**config.mk**
```make
export PLATFORM = sky130hd
export DESIGN_NAME = fetch_unit
export DESIGN_NICKNAME = d
export VERILOG_FILES = /design/src/rtl/fetch_unit_pkg.sv /design/src/rtl/fetch_unit_return_stack.sv /design/src/rtl/fetch_unit.sv
export SDC_FILE = /design/constraint.sdc
export NUM_CORES = 1
export LEC_CHECK = 0
export CAP_MARGIN = 20
export CELL_PAD_IN_SITES_DETAIL_PLACEMENT = 2
export CELL_PAD_IN_SITES_GLOBAL_PLACEMENT = 2
export CORE_MARGIN = 4
export CORE_UTILIZATION = 27
export CTS_CLUSTER_DIAMETER = 50
export DETAILED_ROUTE_END_ITERATION = 6
export PLACE_DENSITY = 0.84
export SLEW_MARGIN = 10
export SYNTH_ARGS = -nofsm -noshare
export SYNTH_HDL_FRONTEND = slang
export SYNTH_SLANG_ARGS = --single-unit
```
**constraint.sdc**
```tcl
create_clock -name clk -period 2.4 [get_ports clk]
set_input_delay 0.36 -clock clk [delete_from_list [all_inputs] [get_ports clk]]
set_output_delay 0.36 -clock clk [all_outputs]
set_load 0.02 [all_outputs]
```
**src/rtl/fetch_unit_pkg.sv**
```systemverilog
// Shared ISA constants for the fetch stage and its neighbours.
// Opcode encodings, field positions and the program-counter width.
package fetch_unit_pkg;

  localparam int PC_W    = 8;
  localparam int OPC_MSB = 15;
  localparam int OPC_LSB = 12;
  localparam int JTGT_W  = 8;

  typedef enum logic [3:0] {
    OP_NOP   = 4'h0,
    OP_LOAD  = 4'h1,
    OP_STORE = 4'h2,
    OP_ADD   = 4'h3,
    OP_LOADC = 4'h4,
    OP_JMP   = 4'h8,
    OP_RET   = 4'h9,
    OP_HALT  = 4'hF
  } opcode_e;

  function automatic opcode_e opcode(
    input logic [31:0] w
  );
    return opcode_e'(w[OPC_MSB:OPC_LSB]);
  endfunction

endpackage

```
**src/rtl/fetch_unit_return_stack.sv**
```systemverilog
// Return-address stack: registered pointer, top of stack read
// combinationally. Callers gate push/pop against full/empty.
module return_stack #(
  parameter int DEPTH = 4,
  parameter int W     = 8
) (
  input  logic         clk,
  input  logic         rst,
  input  logic         push,
  input  logic         pop,
  input  logic [W-1:0] din,
  output logic [W-1:0] dout,
  output logic         empty,
  output logic         full
);

  localparam int AW = $clog2(DEPTH);

  logic [W-1:0]  mem_q [DEPTH];
  logic [AW:0]   sp_q;
  logic [AW:0]   sp_d;
  logic [AW-1:0] top_idx;

  assign top_idx = sp_q[AW-1:0] - 1'b1;
  assign dout    = mem_q[top_idx];
  assign empty   = (sp_q == '0);
  assign full    = (sp_q == (AW+1)'(DEPTH));

  always_comb begin
    sp_d = sp_q;
    if (push && !full) begin
      sp_d = sp_q + 1'b1;
    end else if (pop && !empty) begin
      sp_d = sp_q - 1'b1;
    end
  end

  always_ff @(posedge clk) begin
    if (rst) begin
      sp_q <= '0;
    end else begin
      sp_q <= sp_d;
    end
  end

  // Contents need no reset; only the pointer defines validity.
  always_ff @(posedge clk) begin
    if (!rst && push && !full) begin
      mem_q[sp_q[AW-1:0]] <= din;
    end
  end

endmodule

```
**src/rtl/fetch_unit.sv**
```systemverilog
// Instruction fetch: PC, predecode of JMP/RET/HALT with no
// bubbles beyond the control slot, and the IF/ID output register.
module fetch_unit
  import fetch_unit_pkg::*;
#(
  parameter int              RAS_DEPTH = 4,
  parameter logic [PC_W-1:0] RESET_PC  = 8'h00
) (
  input  logic            clk,
  input  logic            rst,
  input  logic            stall,
  output logic [PC_W-1:0] pm_addr,
  input  logic [31:0]     pm_data,
  output logic [31:0]     if_instr,
  output logic [PC_W-1:0] if_pc,
  output logic            if_valid,
  output logic            halted,
  output logic            stack_err
);

  logic [PC_W-1:0] pc_q, pc_d;
  logic [31:0]     instr_q, instr_d;
  logic [PC_W-1:0] ipc_q, ipc_d;
  logic            valid_q, valid_d;
  logic            halt_q, halt_d;
  logic            err_q, err_d;

  logic            ras_push, ras_pop;
  logic [PC_W-1:0] ras_top;
  logic            ras_empty, ras_full;

  return_stack #(
    .DEPTH (RAS_DEPTH),
    .W     (PC_W)
  ) u_ras (
    .clk   (clk),
    .rst   (rst),
    .push  (ras_push),
    .pop   (ras_pop),
    .din   (pc_q + 8'd1),
    .dout  (ras_top),
    .empty (ras_empty),
    .full  (ras_full)
  );

  always_comb begin
    pc_d     = pc_q;
    instr_d  = instr_q;
    ipc_d    = ipc_q;
    valid_d  = valid_q;
    halt_d   = halt_q;
    err_d    = err_q;
    ras_push = 1'b0;
    ras_pop  = 1'b0;
    if (!stall) begin
      if (halt_q) begin
        valid_d = 1'b0;
      end else begin
        unique case (opcode(pm_data))
          OP_JMP: begin
            pc_d     = pm_data[JTGT_W-1:0];
            valid_d  = 1'b0;
            ras_push = !ras_full;
            if (ras_full) err_d = 1'b1;
          end
          OP_RET: begin
            valid_d = 1'b0;
            // Underflow is fatal: behave as HALT.
            if (ras_empty) begin
              err_d  = 1'b1;
              halt_d = 1'b1;
            end else begin
              pc_d    = ras_top;
              ras_pop = 1'b1;
            end
          end
          OP_HALT: begin
            instr_d = pm_data;
            ipc_d   = pc_q;
            valid_d = 1'b1;
            halt_d  = 1'b1;
          end
          default: begin
            instr_d = pm_data;
            ipc_d   = pc_q;
            valid_d = 1'b1;
            pc_d    = pc_q + 8'd1;
          end
        endcase
      end
    end
  end

  always_ff @(posedge clk) begin
    if (rst) begin
      pc_q    <= RESET_PC;
      instr_q <= '0;
      ipc_q   <= '0;
      valid_q <= 1'b0;
      halt_q  <= 1'b0;
      err_q   <= 1'b0;
    end else begin
      pc_q    <= pc_d;
      instr_q <= instr_d;
      ipc_q   <= ipc_d;
      valid_q <= valid_d;
      halt_q  <= halt_d;
      err_q   <= err_d;
    end
  end

  assign pm_addr   = pc_q;
  assign if_instr  = instr_q;
  assign if_pc     = ipc_q;
  assign if_valid  = valid_q;
  assign halted    = halt_q;
  assign stack_err = err_q;

endmodule

```
==> results.cfg <==
[status]
status = finished, final reports clean

[timing]
period_share_pct = 89.8
max_freq_mhz = 464
finalWorstSetupSlack_ns = 0.245
rsz0062_at_grt = false
drv_slew = 0
maxSlewHeadroom_pct = 72.3
final-hold-violation-count = 0
clock_skew_ns = 0.00753
tightest_slew_ns = 0.415
finalCriticalPeriod_ns = 2.15
finalSetupViolations = 0

[final_layout]
fillCellCount = 1341
ff_latch_area_um2 = 2040
syn2layout_area_growth_pct = 40.3
drive_above_1_share_pct = 10.9
finish.net_count = 485
instances_no_fill = 621
diodes = 0
utilization_pct = 39.3
multi_input_area_um2 = 1410

[synth]
synthesis.area_um2 = 3580
syn_inst = 354
async_flop_share_pct = 0
synth_top_flop_cell = dfxtp_1
syn_area_per_cell_um2 = 10.1
synth_edf_count = 32
ys_seq_area_share_pct = 57.1
syn_nets = 395
ys_warn_count = 0
synth-seq-cells = 86
synthDistinctLibCells = 47

[die]
initial_core_util_pct = 28.0
die-area_um2 = 15200
num_rows = 41
die_w_um = 123
coreArea_um2 = 12800
die_h_um = 123
boundaryPins = 86

[clocking]
cts_setup_buffers = 0
clk_latency_ns = 0.35
cts_resized = 0
cts_buffers = 9
cts.sinks = 86
cts-htree-levels = 3
cts_tree = yes
cts_root_buf = clkbuf_16
cts_hold_buf = 0
cts_buffer_depth = 2
clk_pin_slew_ns = 0.07

[detailed_routing]
drt-initial-drc-count = 153
wl_per_cell_um = 19.7
ant_nets = 0
drcViolationCount = 0
viasPerCell = 4.93
wirelength_mm = 12.2
drt_pass1_iterations = 4
vias = 3062

[power_and_ir_drop]
p_per_area_nw_per_um2 = 690
power_leakage_nw = 1.74
ir_drop_mv = 0.427

[worst_setup_path]
crit_path_end_kind = register
worst_setup_path_start_kind = register
cp.required_ns = 2.68
r2r_setup_slack_ns = 0.25
critPathMaxFanout = 5
crit_type = reg2reg
cp.arrival_ns = 2.44

[grt]
grt_pass1_wl_mm = 19.0
antenna_found_initial = 0
grt_max_degree = 39
track_usage_pct = 16.7
grt_pass1_vias = 3407
grt-ovfl-total = 0

[placed_design]
dp_hpwl_mm = 8.65
place_ws_ns = -0.0344
gp_congestion = 0.819
numPortBuffers = 85
dp_cells = 605

[flow_run]
cap_violations = 0

[worst_hold_path]
hold_class = in2reg
[metrics by stage]
step / cell area [um2] / power, mW / TNS (ns) / hold slack, ns
2_1_floorplan: 3580 / 1.84 / 0 / 0.496
3_3_place_gp: 4730 / 2.06 / 0 / 0.442
3_5_place_dp: 4730 / 2.08 / -0.0344 / 0.453
4_1_cts: 5020 / 3.51 / 0 / 0.392
5_1_grt: 5020 / 3.61 / 0 / 0.422
6_report: 5020 / 3.46 / 0 / 0.402
[registers in the layout, indices dropped and copies added (netlist names)]
name and count:
stack_err 1, u_ras.sp_q 3, if_instr 32, if_valid 1, pm_addr 8, if_pc 8
halted 1, u_ras.mem_q 32
[layout by cell type, fill, tap and decap left out, types with 5 or more instances in the layout]
cell type / n
a21oi_1: 51
buf_12: 5
buf_4: 12
clkbuf_16: 9
clkdlybuf4s50_1: 84
dfxtp_1: 54
edfxtp_1: 32
ha_1: 5
inv_1: 8
mux4_2: 7
nand2_1: 93
nand3_1: 6
nor2_1: 12
nor3_1: 5
[where the power goes]
group | total, mW | internal (mW) | leakage (nW) | switching (mW)
clock | 1.41 | 0.806 | 0.137 | 0.606
combinational | 0.452 | 0.206 | 0.876 | 0.246
sequential | 1.60 | 1.56 | 0.727 | 0.0380
total | 3.46 | 2.57 | 1.74 | 0.890
[cell usage after synthesis (3+ instances only)]
cell | count | share of area [%]
a211o_1 | 4 | 0.98
a211oi_1 | 3 | 0.63
a21oi_1 | 51 | 7.1
and2_1 | 4 | 0.70
buf_2 | 7 | 0.98
clkbuf_1 | 13 | 1.4
dfxtp_1 | 54 | 30
edfxtp_1 | 32 | 27
ha_1 | 5 | 1.7
inv_1 | 8 | 0.84
mux4_2 | 7 | 4.4
nand2_1 | 93 | 9.8
nand3_1 | 6 | 0.84
nor2_1 | 13 | 1.4
nor3_1 | 5 | 0.70
o21ai_0 | 3 | 0.42
or2_2 | 3 | 0.52
xor2_1 | 4 | 0.98
[routing by layer]
layer / wire length, um / GRT usage (%) / vias up
li1: - / - / 1421
met1: 5000 / 19.2 / 1548
met2: 6340 / 30.0 / 83
met3: 722 / 4.99 / 10
met4: 164 / 4.98 / 0
met5: 0 / 0 / -
[critical path, cell delays in order, from the launching register on]
cell     delay, ns
dfxtp_1       0.38
inv_1         0.11
ha_1          0.18
a21oi_1       0.09
nand3_1       0.15
fa_1          0.24
inv_1         0.08
or4_1         0.52
a21o_1        0.20
a31oi_1       0.14
[kinds of logic after synthesis]
logic type | after synthesis | synth area share [%]
compound gates | 80 | 13.8
xor+xnor | 5 | 1.22
fa+ha+maj | 6 | 2.31
buf+inv | 31 | 3.71
flops | 86 | 57.1
mux | 10 | 5.32
simple gates | 136 | 16.5
[final timing paths]
path,startpoint,endpoint,cells after the start
setup / recovery,u_ras.sp_q[1],u_ras.sp_q[2],9
hold / removal,rst,if_instr[13],2
hold reg to reg,if_instr[29],if_instr[29],2
setup reg to reg,u_ras.sp_q[1],u_ras.sp_q[2],9
[final cells by class]
| class | count | area share [%] |
|---|---|---|
| well taps | 172 | 4.29 |
| repair buffers | 102 | 20.6 |
| flip-flops and latches | 86 | 40.7 |
| inverters | 8 | 0.598 |
| clock buffers | 10 | 4.56 |
| multi-input cells | 237 | 28.0 |
| clock inverters | 6 | 1.25 |
Power figures use the tool's default switching activity.
